[config.mk]
export PLATFORM = sky130hd
export DESIGN_NAME = glb_bank_rdrq_arbiter
export DESIGN_NICKNAME = d
export VERILOG_FILES = /design/src/rtl/glb_bank_rdrq_arbiter.sv
export SDC_FILE = /design/constraint.sdc
export NUM_CORES = 1
export LEC_CHECK = 0
export ABC_AREA = 1
export CAP_MARGIN = 0
export CORE_MARGIN = 2
export CORE_UTILIZATION = 28
export CTS_CLUSTER_DIAMETER = 60
export DETAILED_ROUTE_END_ITERATION = 7
export PLACE_DENSITY_LB_ADDON = 0.05
export RECOVER_POWER = 100
export REMOVE_ABC_BUFFERS = 1
export SLEW_MARGIN = 20
export SYNTH_ARGS = -nofsm -noshare
export SYNTH_HDL_FRONTEND = slang
export SYNTH_SLANG_ARGS = --single-unit
export TNS_END_PERCENT = 1
[constraint.sdc]
create_clock -name clk -period 2.3 [get_ports clk]
set_input_delay 0.575 -clock clk [delete_from_list [all_inputs] [get_ports clk]]
set_output_delay 0.575 -clock clk [all_outputs]
set_load 0.1 [all_outputs]
[src/rtl/glb_bank_rdrq_arbiter.sv]
// Read-request arbiter for one global-buffer bank: processor-first priority, round-robin
// among the remaining ports, and a tag pipeline that routes bank read data back to the requester.
// Optional starvation guard for ports 1..NUM_REQ-1 is enabled with `define GLB_RDRQ_STARVE_GUARD_EN.
module glb_bank_rdrq_arbiter #(
    parameter int NUM_REQ      = 4,
    parameter int ADDR_WIDTH   = 17,
    parameter int DATA_WIDTH   = 64,
    parameter int RD_LATENCY   = 3,
    parameter int STARVE_LIMIT = 15
) (
    input  logic                          clk,
    input  logic                          reset,
    input  logic [NUM_REQ-1:0]            req_valid,
    input  logic [NUM_REQ*ADDR_WIDTH-1:0] req_addr,
    output logic [NUM_REQ-1:0]            req_ready,
    output logic                          bank_rd_en,
    output logic [ADDR_WIDTH-1:0]         bank_rd_addr,
    input  logic [DATA_WIDTH-1:0]         bank_rd_data,
    output logic [NUM_REQ-1:0]            rsp_valid,
    output logic [DATA_WIDTH-1:0]         rsp_data
);

    localparam int IDXW = (NUM_REQ > 1) ? $clog2(NUM_REQ) : 1;

    logic                  grant_found;
    logic [IDXW-1:0]       grant_idx;
    logic                  handshake;
    logic [ADDR_WIDTH-1:0] grant_addr;
    logic [IDXW-1:0]       rr_ptr_q, rr_ptr_d;
    logic                  bank_rd_en_q;
    logic [ADDR_WIDTH-1:0] bank_rd_addr_q;
    logic [IDXW-1:0]       rd_idx_q;
    logic [RD_LATENCY-1:0] tag_vld_q;
    logic [IDXW-1:0]       tag_idx_q [RD_LATENCY];

`ifdef GLB_RDRQ_STARVE_GUARD_EN
    localparam logic [3:0] STARVE_LIM = 4'(STARVE_LIMIT);
    logic [3:0] wait_cnt_q [1:NUM_REQ-1];
`endif

    // Starved ports first, then the processor, then a round-robin sweep starting after rr_ptr.
    always_comb begin
        grant_found = 1'b0;
        grant_idx   = '0;
`ifdef GLB_RDRQ_STARVE_GUARD_EN
        for (int i = 1; i < NUM_REQ; i++) begin
            if (!grant_found && req_valid[i] && wait_cnt_q[i] == STARVE_LIM) begin
                grant_found = 1'b1;
                grant_idx   = IDXW'(i);
            end
        end
`endif
        if (!grant_found && req_valid[0]) begin
            grant_found = 1'b1;
            grant_idx   = '0;
        end
        for (int i = 1; i < NUM_REQ; i++) begin
            if (!grant_found && req_valid[i] && i > int'(rr_ptr_q)) begin
                grant_found = 1'b1;
                grant_idx   = IDXW'(i);
            end
        end
        for (int i = 1; i < NUM_REQ; i++) begin
            if (!grant_found && req_valid[i] && i <= int'(rr_ptr_q)) begin
                grant_found = 1'b1;
                grant_idx   = IDXW'(i);
            end
        end
    end

    assign req_ready  = (grant_found && !reset) ? (NUM_REQ'(1) << grant_idx) : '0;
    assign handshake  = |req_ready;
    assign grant_addr = req_addr[int'(grant_idx)*ADDR_WIDTH +: ADDR_WIDTH];
    assign rr_ptr_d   = (handshake && grant_idx != '0) ? grant_idx : rr_ptr_q;

    always_ff @(posedge clk or posedge reset) begin
        if (reset) begin
            rr_ptr_q       <= IDXW'(NUM_REQ - 1);
            bank_rd_en_q   <= 1'b0;
            bank_rd_addr_q <= '0;
            rd_idx_q       <= '0;
            tag_vld_q      <= '0;
            for (int s = 0; s < RD_LATENCY; s++) tag_idx_q[s] <= '0;
        end else begin
            rr_ptr_q     <= rr_ptr_d;
            bank_rd_en_q <= handshake;
            if (handshake) begin
                bank_rd_addr_q <= grant_addr;
                rd_idx_q       <= grant_idx;
            end
            // Tag stage 0 follows the bank enable, so the last stage lines up with returning data.
            tag_vld_q[0] <= bank_rd_en_q;
            tag_idx_q[0] <= rd_idx_q;
            for (int s = 1; s < RD_LATENCY; s++) begin
                tag_vld_q[s] <= tag_vld_q[s-1];
                tag_idx_q[s] <= tag_idx_q[s-1];
            end
        end
    end

`ifdef GLB_RDRQ_STARVE_GUARD_EN
    always_ff @(posedge clk or posedge reset) begin
        if (reset) begin
            for (int i = 1; i < NUM_REQ; i++) wait_cnt_q[i] <= '0;
        end else begin
            for (int i = 1; i < NUM_REQ; i++) begin
                if (!req_valid[i] || req_ready[i]) begin
                    wait_cnt_q[i] <= '0;
                end else if (wait_cnt_q[i] < STARVE_LIM) begin
                    wait_cnt_q[i] <= wait_cnt_q[i] + 4'd1;
                end
            end
        end
    end
`endif

    assign bank_rd_en   = bank_rd_en_q;
    assign bank_rd_addr = bank_rd_addr_q;
    assign rsp_valid    = tag_vld_q[RD_LATENCY-1] ? (NUM_REQ'(1) << tag_idx_q[RD_LATENCY-1]) : '0;
    // Data is not qualified by rsp_valid; it is only forced low while reset is held.
    assign rsp_data     = reset ? '0 : bank_rd_data;

endmodule
==> key figures, run 1 <==
Status
  – Status: finished with violations
  – Failing checks: setup timing

Die
  – Rows: 34
  – Die outline area: 9700 um2
  – Die Y: 98.5 um
  – Core ar.: 8680 um2
  – Die Wd: 98.5 um
  – IO Pins: 228
  – Starting Density: 0.288

Pwr
  – Psw: 2.81 mW
  – VDD IR max: around 0.51 mV
  – Seq pwr share: 0.177
  – Clock power frac: 0.095
  – Cell internal pwr: 2.11 mW
  – P_leak: 3.06 nW
  – Comb power frac: 0.727
  – Cell Pwr Density: 847 nW/um2
  – Sw frac: 0.571

Layout
  – Commonest non-fill, non-tap cell in the layout: nand2_1
  – Nets: 822
  – Area Overhead vs Synth: 132%
  – Share of layout cells above drive strength 1: 0.236
  – Multi-input logic area: 1340 um2
  – Reg area: 778 um2
  – Antenna Cells: 0
  – Finished Core Util: 0.669
  – Filler cell count: 760
  – Most frequent cells in the layout: 173 x nand2_1, 132 x clkdlybuf4s50_1, 73 x inv_1, 73 x buf_12, 67 x nor2_1

STA
  – Headroom to the max-slew limit: 0.620
  – Final Worst Setup Slack: -0.295 ns
  – Hold Worst Slack: ~0.34 ns
  – Clock skew: 0.0102 ns
  – TNS Setup: -1.03 ns
  – Worst slew pin tran: approximately 0.57 ns
  – Fin crit share: 1.13
  – Slew Viols, Final: 0
  – Final hold viol count: 0
  – Period minus WS final: 2.60 ns
  – Unrepaired setup endpoints after global routing: yes
  – Final setup fails: 4
  – FMAX: 385 MHz

Logic synthesis
  – Synth Register Bits: 31
  – Syn Inst Count: 442
  – Synthesized area: about 2500 um2
  – Post-synthesis cell type count: 24
  – Avg Synthesized Cell Area: around 5.7 um2
  – Sequential share of the synthesized area: 0.311
  – YS warnings: 0

Clock tree
  – Clock sinks: 31
  – Clock root cell: clkbuf_8
  – Clk Latency, worst-skew pair: roughly 0.28 ns
  – CTS max path bufs: 2
  – Hold buffer count at CTS: 0
  – Reg clk slew, reported paths: 0.07 ns
  – Number of H-tree levels: 2
  – CTS buffer count: 5
  – CTS tree: built

Worst setup path
  – Worst Path Max Fanout: 4
  – Setup crit end: req_ready[3]
  – R2R setup slack: 0.29 ns
  – CP Data Required Time: 1.73 ns
  – Launch point of the worst path: rr_ptr_q[1]$_DFFE_PP1P_
  – FF-to-FF End: bank_rd_addr[13]$_DFFE_PP0P_
  – Worst R2R Start: rr_ptr_q[1]$_DFFE_PP1P_
  – WP data arrival: 2.02 ns
  – Reg2Reg Depth: 13
  – Startpoint types: flip-flop
  – Critical path class: flip-flop to primary output
  – Crit path capture type: primary output

Routing
  – Number of remaining DRC errors: 0
  – Starting DRT DRC Count: between 80 and 90
  – Remaining antenna violation count: 0
  – Vias/cell: 4.39
  – 1st-pass router iterations: 5
  – Routed length per instance: 13.8 um
  – Total Routed Length: 11000 um
  – Vias: 3481

Place
  – IO Port Bufs: 227
  – Placer congestion estimate: 0.847
  – DP HPWL: 9030 um

Global routing
  – Grt ovf: 0
  – Global-route wire length before repair: 17100 um
  – Vias in the first global route: between 3000 and 4000
  – Largest net degree at the start of global routing: between 40 and 50
  – Initial antenna violation count: 0
  – Total track usage: 0.221

Worst hold path
  – Worst Hold Class: flip-flop to flip-flop

Run
  – Max-cap viol count: 0
[power groups by stage]
stage / clock (mW) / combinational [mW] / sequential (mW)
2_1_floorplan: 0 / 1.40 / 1.76
6_report: 0.469 / 3.58 / 0.872
4_1_cts: 0.478 / 3.62 / 0.871
3_3_place_gp: 0 / 3.49 / 0.870
3_5_place_dp: 0 / 3.53 / 0.873
5_1_grt: 0.502 / 3.78 / 0.900
[synth_stat cells]
master / count / area, um2
a21oi_1: 2 / 10.0
nand3_1: 36 / 180
dfstp_2: 2 / 52.6
nor2_1: 68 / 255
buf_1: 4 / 15.0
nor3_2: 1 / 10.0
nand2_4: 1 / 11.3
o21ai_1: 2 / 10.0
nor2_4: 2 / 22.5
o21ai_0: 1 / 5.00
nand4_4: 1 / 21.3
inv_1: 75 / 282
nand3b_1: 1 / 7.51
buf_6: 5 / 56.3
buf_4: 1 / 7.51
inv_2: 6 / 22.5
nor3_1: 6 / 30.0
o21ai_2: 1 / 8.76
buf_2: 11 / 55.1
dfrtp_1: 29 / 726
o21a_1: 1 / 7.51
clkbuf_1: 3 / 11.3
nand2_1: 181 / 679
nand2_2: 2 / 12.5
[kinds of logic (layout without fill, tap and decap cells)]
kind of cell | count (synthesis) | after routing | share of synthesized area
and+or+nand+nor | 299 | 299 | 0.492
buffers and inverters | 105 | 348 | 0.180
AOI/OAI and AO/OA | 7 | 7 | 0.0165
DFF | 31 | 31 | 0.311
[registers in the layout (all words and copies together) (netlist names)]
name          cells
bank_rd_en        1
tag_idx_q         6
rr_ptr_q          2
bank_rd_addr     17
tag_vld_q         3
rd_idx_q          2
[worst max-delay path, cell delays in order (launching register included)]
cell and delay, ns:
dfstp_2 0.59, nor2_2 0.07, a21oi_1 0.19, nand3b_1 0.12
nand2_2 0.12, inv_4 0.06, nand2_4 0.06, inv_4 0.04
nor3_2 0.17, buf_4 0.15, buf_12 0.16
[metrics by stage]
step           total power, mW  std cells  setup WS (ns)  cell area, um2
6_report                  4.92        793         -0.295            5810
5_1_grt                   5.19        793         -0.368            5810
4_1_cts                   4.97        789         -0.285            5790
3_5_place_dp              4.40        776         -0.611            5600
3_3_place_gp              4.36        776         -0.616            5600
2_1_floorplan             3.16        418          -2.12            2350
[what timing repair did]
item                                    CTS  global route
endpoints found under the setup margin    4             4
pin swaps                                11            10
gates cloned                              0             0
buffers inserted                          5             4
gates resized for setup                  20             9
[final cells by class]
class,instances,share of cell area
timing repair buffer,259,0.541
multi-input combinational,306,0.230
sequential,31,0.134
inverter,81,0.0532
tap,108,0.0233
clock buffer,7,0.0166
clock inverter,1,0.00129
[worst min path at each step]
stage	start	endpoint	slack, ns	depth (start not counted)
3_5_place_dp	tag_idx_q[4]$_DFF_PP0_	tag_idx_q[2]$_DFF_PP0_	0.34	0
3_3_place_gp	tag_idx_q[4]$_DFF_PP0_	tag_idx_q[2]$_DFF_PP0_	0.33	0
5_1_grt	tag_idx_q[5]$_DFF_PP0_	tag_idx_q[3]$_DFF_PP0_	0.36	0
2_1_floorplan	tag_idx_q[2]$_DFF_PP0_	tag_idx_q[0]$_DFF_PP0_	0.33	0
6_report	tag_idx_q[5]$_DFF_PP0_	tag_idx_q[3]$_DFF_PP0_	0.34	0
4_1_cts	tag_idx_q[5]$_DFF_PP0_	tag_idx_q[3]$_DFF_PP0_	0.34	0
[layer usage]
metal	wire length, um	vias up	global-route usage
met2	5630	149	0.408
met3	673	24	0.0475
met4	312	0	0.0706
met1	4340	1547	0.252
met5	0	-	0
li1	-	1761	-
Note: power is estimated with default switching activity, not from simulation.
==> run 2, diff against run 1 <==
--- a/config.mk
+++ b/config.mk
@@ -11,6 +11,7 @@
 export CORE_UTILIZATION = 28
 export CTS_CLUSTER_DIAMETER = 60
 export DETAILED_ROUTE_END_ITERATION = 7
+export GPL_TIMING_DRIVEN = 0
 export PLACE_DENSITY_LB_ADDON = 0.05
 export RECOVER_POWER = 100
 export REMOVE_ABC_BUFFERS = 1
==> run 2 against run 1 <==
  * The flow still finishes with violations (setup timing)
  * Critical endpoint is now req_ready[1]
  * Core utilization is 9.1 points lower
  * Critical path depth is the same
  * Register-to-register slack worse by 0.16 ns
==> key figures, run 2 (synthesized netlist as in run 1, its figures left out) <==
Status
  – Status: finished with violations
  – Failing checks: setup timing

Worst setup path
  – CP Cell Sequence: dlygate4sd2_1 > nand2_2 > nand2_4 > nor2_4 > nand4_4 > inv_4 > nor2_4 > inv_8 > nor3_4 > buf_12
  – R2R setup slack: ~0.13 ns
  – Worst R2R Start: rr_ptr_q[1]$_DFFE_PP1P_
  – CP Data Required Time: 1.73 ns
  – Slowest cell on crit path: dlygate4sd2_1
  – Buf/Inv on CP: 4
  – WP data arrival: around 2.0 ns
  – Cell mode on critical path: nor2_4
  – Levels on crit path: 10
  – Critical path class: input pin to primary output
  – Kind of cell adding the most delay to the critical path: simple AND/OR/NAND/NOR gates
  – Startpoint types: input pin
  – Reg2Reg Depth: 11
  – Worst path max stage delay: ~0.27 ns
  – Worst Path Max Fanout: 4
  – Crit path capture type: primary output
  – FF-to-FF End: rr_ptr_q[1]$_DFFE_PP1P_

Global routing
  – Largest net degree at the start of global routing: 35
  – Global-route wire length before repair: between 15000 and 20000 um
  – Vias in the first global route: 3453
  – Grt ovf: 0
  – Initial antenna violation count: 0
  – Total track usage: 0.235

Place
  – IO Port Bufs: 227
  – Placed instance count: ~750
  – Placement Cell Area: about 4800 um2
  – Placer congestion estimate: 0.787
  – DP HPWL: around 8000 um

Die
  – Core ar.: between 8000 and 9000 um2
  – Die Wd: slightly below 100 um
  – Die Y: roughly 98 um
  – Die outline area: roughly 9700 um2
  – IO Pins: 228
  – Rows: 34
  – Starting Density: 0.288

STA
  – FMAX: 385 MHz
  – Worst slew pin tran: 0.992 ns
  – Slew Viols, Final: 0
  – Fin crit share: 1.13
  – Unrepaired setup endpoints after global routing: yes
  – Headroom to the max-slew limit: 0.341
  – Final Worst Setup Slack: -0.300 ns
  – Final setup fails: 4
  – Final hold viol count: 0
  – Period minus WS final: 2.60 ns
  – Clock skew: 0.00669 ns

Pwr
  – Power Total: 4.81 mW
  – Seq pwr share: 0.179
  – Sw frac: 0.601
  – Cell Pwr Density: 959 nW/um2
  – P_leak: ~2.8 nW
  – Cell internal pwr: 1.92 mW
  – Psw: 2.89 mW
  – Comb power frac: 0.720
  – Clock power frac: 0.101
  – VDD IR max: 0.512 mV

Routing
  – Starting DRT DRC Count: 138
  – Total Routed Length: 11800 um
  – Vias/cell: 4.41
  – Routed length per instance: 14.9 um
  – 1st-pass router iterations: 4
  – Vias: roughly 3500
  – Remaining antenna violation count: 0
  – Number of remaining DRC errors: 0

Worst hold path
  – Sink of the worst hold path: tag_idx_q[1]$_DFF_PP0_
  – Worst Min Path Start: tag_idx_q[3]$_DFF_PP0_
  – Worst Hold Depth: 0
  – Worst Hold Class: flip-flop to flip-flop

Clock tree
  – Number of H-tree levels: 2
  – Clk Latency, worst-skew pair: 0.28 ns
  – Reg clk slew, reported paths: 0.06 ns
  – CTS buffer count: 5
  – Clock root cell: clkbuf_8
  – Clock sinks: 31
  – CTS max path bufs: 2
  – CTS tree: built

Layout
  – Antenna Cells: 0
  – Post-Layout Cell Count: about 800
  – Post-route cell area: 5010 um2
  – Share of layout cells above drive strength 1: 0.211
  – Number of flip-flops in the largest register: 17
  – Most frequent cells in the layout: 175 x nand2_1, 132 x clkdlybuf4s50_1, 73 x inv_1
  – Commonest non-fill, non-tap cell in the layout: nand2_1
  – Area Overhead vs Synth: 101%
  – Nets: 823

Run
  – Max-cap viol count: 0
## run 2: final cells by class
class / instances / area (um2)
Fill cell: 885 / 3660
Timing Repair Buffer: 253 / 2220
Multi-Input combinational cell: 310 / 1410
Sequential cell: 31 / 778
Inverter: 81 / 345
Tap cell: 108 / 135
Clock buffer: 7 / 96.3
Timing Repair inverter: 3 / 18.8
Clock inverter: 1 / 7.51
## run 2: what timing repair did
item,CTS,global route
resized for setup,344,82
pin swaps,14,4
buffers inserted,22,3
hold buffers,0,0
cloned,7,0
setup endpoints to repair,112,56
## run 2: worst max-delay path by stage
stage | from | endpoint | slack (ns)
after global placement | reset | req_ready[2] | -4.64
after CTS | rr_ptr_q[1]$_DFFE_PP1P_ | req_ready[3] | -0.29
after detailed placement | req_valid[1] | req_ready[0] | -2.46
after global routing | rr_ptr_q[1]$_DFFE_PP1P_ | req_ready[3] | -0.39
after floorplan | reset | req_ready[0] | -2.12
final | req_valid[2] | req_ready[1] | -0.30
## run 2: worst register-to-register path, stage by stage, from the launching register on
cell and delay, ns:
dfstp_2 0.58, nor2_2 0.05, nand2_1 0.09, nand2_2 0.07, nor2_4 0.15, nand4_4 0.18, inv_4 0.14, nor2_4 0.08
buf_4 0.15, inv_1 0.34, a21oi_1 0.14, nor2_1 0.13
## run 2: power groups by stage
stage	Clock (mW)	Combinational [mW]	Sequential, mW
6_report	0.487	3.46	0.860
5_1_grt	0.523	3.66	0.887
4_1_cts	0.497	3.47	0.858
3_5_place_dp	0	3.22	0.863
3_3_place_gp	0	3.19	0.860
2_1_floorplan	0	1.40	1.76
## run 2: per-stage QoR
step | setup slack [ns] | setup TNS [ns] | utilization | hold WS, ns
finish | -0.300 | -1.11 | 0.578 | 0.353
global route | -0.388 | -1.59 | 0.578 | 0.364
CTS | -0.293 | -1.08 | 0.602 | 0.358
detailed placement | -2.46 | -67.56 | 0.550 | 0.342
global placement | -4.64 | -263.86 | 0.549 | 0.336
floorplan | -2.12 | -18.54 | - | 0.331
## run 2: layer usage
layer  vias up  wire [um]  track usage
li1       1774          -            -
met1      1566       4860        0.278
met2       150       5900        0.433
met3        12        843       0.0489
met4         0        235       0.0601
met5         -          0            0
==> run 3, diff against run 2 <==
--- a/config.mk
+++ b/config.mk
@@ -15,7 +15,6 @@
 export PLACE_DENSITY_LB_ADDON = 0.05
 export RECOVER_POWER = 100
 export REMOVE_ABC_BUFFERS = 1
-export SLEW_MARGIN = 20
 export SYNTH_ARGS = -nofsm -noshare
 export SYNTH_HDL_FRONTEND = slang
 export SYNTH_SLANG_ARGS = --single-unit
==> run 3 against run 2 <==
  * Clock skew is 0.0028 ns higher
  * First-iteration DRC count is 25% lower
  * The flow still finishes with violations (setup timing)
  * Non-clock buffer count is 7 higher
  * Combinational power is 2% higher
  * Via count is 1.7% higher
  * Clock power hardly changed
  * Cell count is 1.0% higher
==> key figures, run 3 (synthesized netlist as in run 1, its figures left out) <==
STA
  – Final hold viol count: 0
  – Final Worst Setup Slack: -0.305 ns
  – Clock skew: 0.00954 ns
  – Headroom to the max-slew limit: 0.304
  – Period minus WS final: 2.60 ns
  – Fin crit share: 1.13
  – FMAX: 384 MHz
  – Worst slew pin tran: 1.04 ns
  – Slew Viols, Final: 0
  – Unrepaired setup endpoints after global routing: yes
  – Final setup fails: 54

Routing
  – Routed length per instance: approximately 15 um
  – Vias/cell: 4.44
  – Remaining antenna violation count: 0
  – Total Routed Length: 12000 um
  – Number of remaining DRC errors: 0
  – Vias: roughly 3600
  – Starting DRT DRC Count: 103
  – 1st-pass router iterations: 4

Worst setup path
  – R2R setup slack: 0.14 ns
  – Worst R2R Start: rr_ptr_q[1]$_DFFE_PP1P_
  – Crit path capture type: primary output
  – CP Data Required Time: 1.73 ns
  – CP Cell Sequence: nor2_2 > nand2_1 > buf_4 > o21a_1 > nand2_4 > buf_4 > nor3_4 > buf_12
  – Setup crit end: req_ready[0]
  – WP data arrival: 2.03 ns
  – FF-to-FF End: bank_rd_addr[1]$_DFFE_PP0P_
  – Reg2Reg Depth: 12
  – Launch point of the worst path: rr_ptr_q[1]$_DFFE_PP1P_
  – Worst path max stage delay: 0.59 ns
  – Slowest cell on crit path: dfstp_2
  – Critical path class: flip-flop to primary output
  – Cell mode on critical path: buf_4
  – Worst Path Max Fanout: 4
  – Startpoint types: flip-flop

Layout
  – Antenna Cells: 0
  – Post-Layout Cell Count: 802
  – Commonest non-fill, non-tap cell in the layout: nand2_1
  – Filler cell count: 819
  – Nets: between 800 and 900
  – Number of flip-flops in the largest register: 17
  – Share of layout cells above drive strength 1: 0.225
  – Most frequent cells in the layout: 175 x nand2_1, 132 x clkdlybuf4s50_1, 71 x inv_1
  – Area Overhead vs Synth: 111%
  – Finished Core Util: 0.607

Status
  – Status: finished with violations
  – Failing checks: setup timing

Global routing
  – Largest net degree at the start of global routing: 49
  – Total track usage: 0.237
  – Grt ovf: 0
  – Vias in the first global route: between 3000 and 4000
  – Global-route wire length before repair: 18000 um
  – Initial antenna violation count: 0

Pwr
  – P_leak: 2.85 nW
  – Comb power frac: 0.723
  – Clock power frac: 0.100
  – Seq pwr share: 0.177
  – Power Total: 4.88 mW
  – Cell Pwr Density: just over 900 nW/um2
  – VDD IR max: 0.520 mV
  – Sw frac: 0.598
  – Cell internal pwr: ~2 mW
  – Psw: approximately 2.9 mW

Place
  – Placer congestion estimate: a little under 0.8
  – DP HPWL: between 7000 and 8000 um
  – IO Port Bufs: 227
  – Placed instance count: around 750

Clock tree
  – CTS buffer count: 5
  – Hold buffer count at CTS: 0
  – CTS max path bufs: 2
  – CTS tree: built
  – Clock sinks: 31
  – Clk Latency, worst-skew pair: 0.28 ns
  – Reg clk slew, reported paths: 0.07 ns
  – Clock root cell: clkbuf_8
  – Number of H-tree levels: 2

Die
  – Rows: 34
  – Die Wd: roughly 100 um
  – Die Y: 98.5 um
  – IO Pins: 228
  – Die outline area: 9700 um2
  – Core ar.: 8680 um2
  – Starting Density: 0.288

Worst hold path
  – Worst Hold Class: flip-flop to flip-flop
  – Worst Hold Depth: 0

Run
  – Max-cap viol count: 0
==> run 3: changes by cell type in the layout (fill, tap and decap cells not counted), moves of 2 or more <==
cell             before  now
buf_4                26   30
clkdlybuf4s18_2       3    0
buf_2                56   29
clkdlybuf4s15_2      11   41
inv_1                73   71
==> run 3: layer usage <==
layer	vias to the layer above	routed length (um)	share of wire	global-route usage
li1	1788	-	-	-
met1	1585	4810	0.40	0.277
met2	167	5980	0.50	0.432
met3	23	870	0.072	0.0468
met4	0	360	0.030	0.0832
met5	-	0	0	0
==> run 3: what timing repair did <==
item	CTS	global route
gates cloned	8	0
pin swaps	15	6
setup endpoints to repair	112	54
setup buffers	26	6
resized for setup	343	29
==> run 3: final cells by class <==
class	count	area, um2	area share
Clock buffer	7	96.3	0.0183
Clock inverter	1	7.51	0.00143
Inverter	81	347	0.0658
Multi-Input combinational cell	310	1420	0.270
Sequential cell	31	778	0.148
Tap cell	108	135	0.0257
Timing Repair Buffer	260	2450	0.466
Timing Repair inverter	4	26.3	0.00499
==> run 3: worst min path at each step <==
stage | to | startpoint
floorplan | tag_idx_q[0]$_DFF_PP0_ | tag_idx_q[2]$_DFF_PP0_
global placement | tag_idx_q[2]$_DFF_PP0_ | tag_idx_q[4]$_DFF_PP0_
detailed placement | tag_idx_q[3]$_DFF_PP0_ | tag_idx_q[5]$_DFF_PP0_
CTS | tag_idx_q[2]$_DFF_PP0_ | tag_idx_q[4]$_DFF_PP0_
global route | tag_idx_q[2]$_DFF_PP0_ | tag_idx_q[4]$_DFF_PP0_
finish | tag_vld_q[2]$_DFF_PP0_ | tag_vld_q[1]$_DFF_PP0_
==> run 3: worst max-delay path, delay by kind of cell (launching register included) <==
family / cells / cell delay (ns)
buffers and inverters: 3 / 0.49
DFF: 1 / 0.59
AOI/OAI and AO/OA: 1 / 0.16
and+or+nand+nor: 4 / 0.51
==> run 3: per-stage QoR <==
step | setup slack (ns) | hold WS (ns) | setup TNS, ns | cell area, um2
2_1_floorplan | -2.12 | 0.331 | -18.54 | 2350
3_3_place_gp | -4.64 | 0.336 | -263.86 | 4760
3_5_place_dp | -2.87 | 0.342 | -72.04 | 4780
4_1_cts | -0.268 | 0.358 | -1.11 | 5260
5_1_grt | -0.382 | 0.363 | -10.08 | 5270
6_report | -0.305 | 0.353 | -4.72 | 5270
==> run 3: power groups by stage <==
stage | Sequential [mW] | Combinational (mW) | Clock, mW
floorplan | 1.76 | 1.40 | 0
global placement | 0.860 | 3.19 | 0
detailed placement | 0.863 | 3.22 | 0
CTS | 0.856 | 3.48 | 0.498
global route | 0.891 | 3.73 | 0.522
finish | 0.864 | 3.53 | 0.488
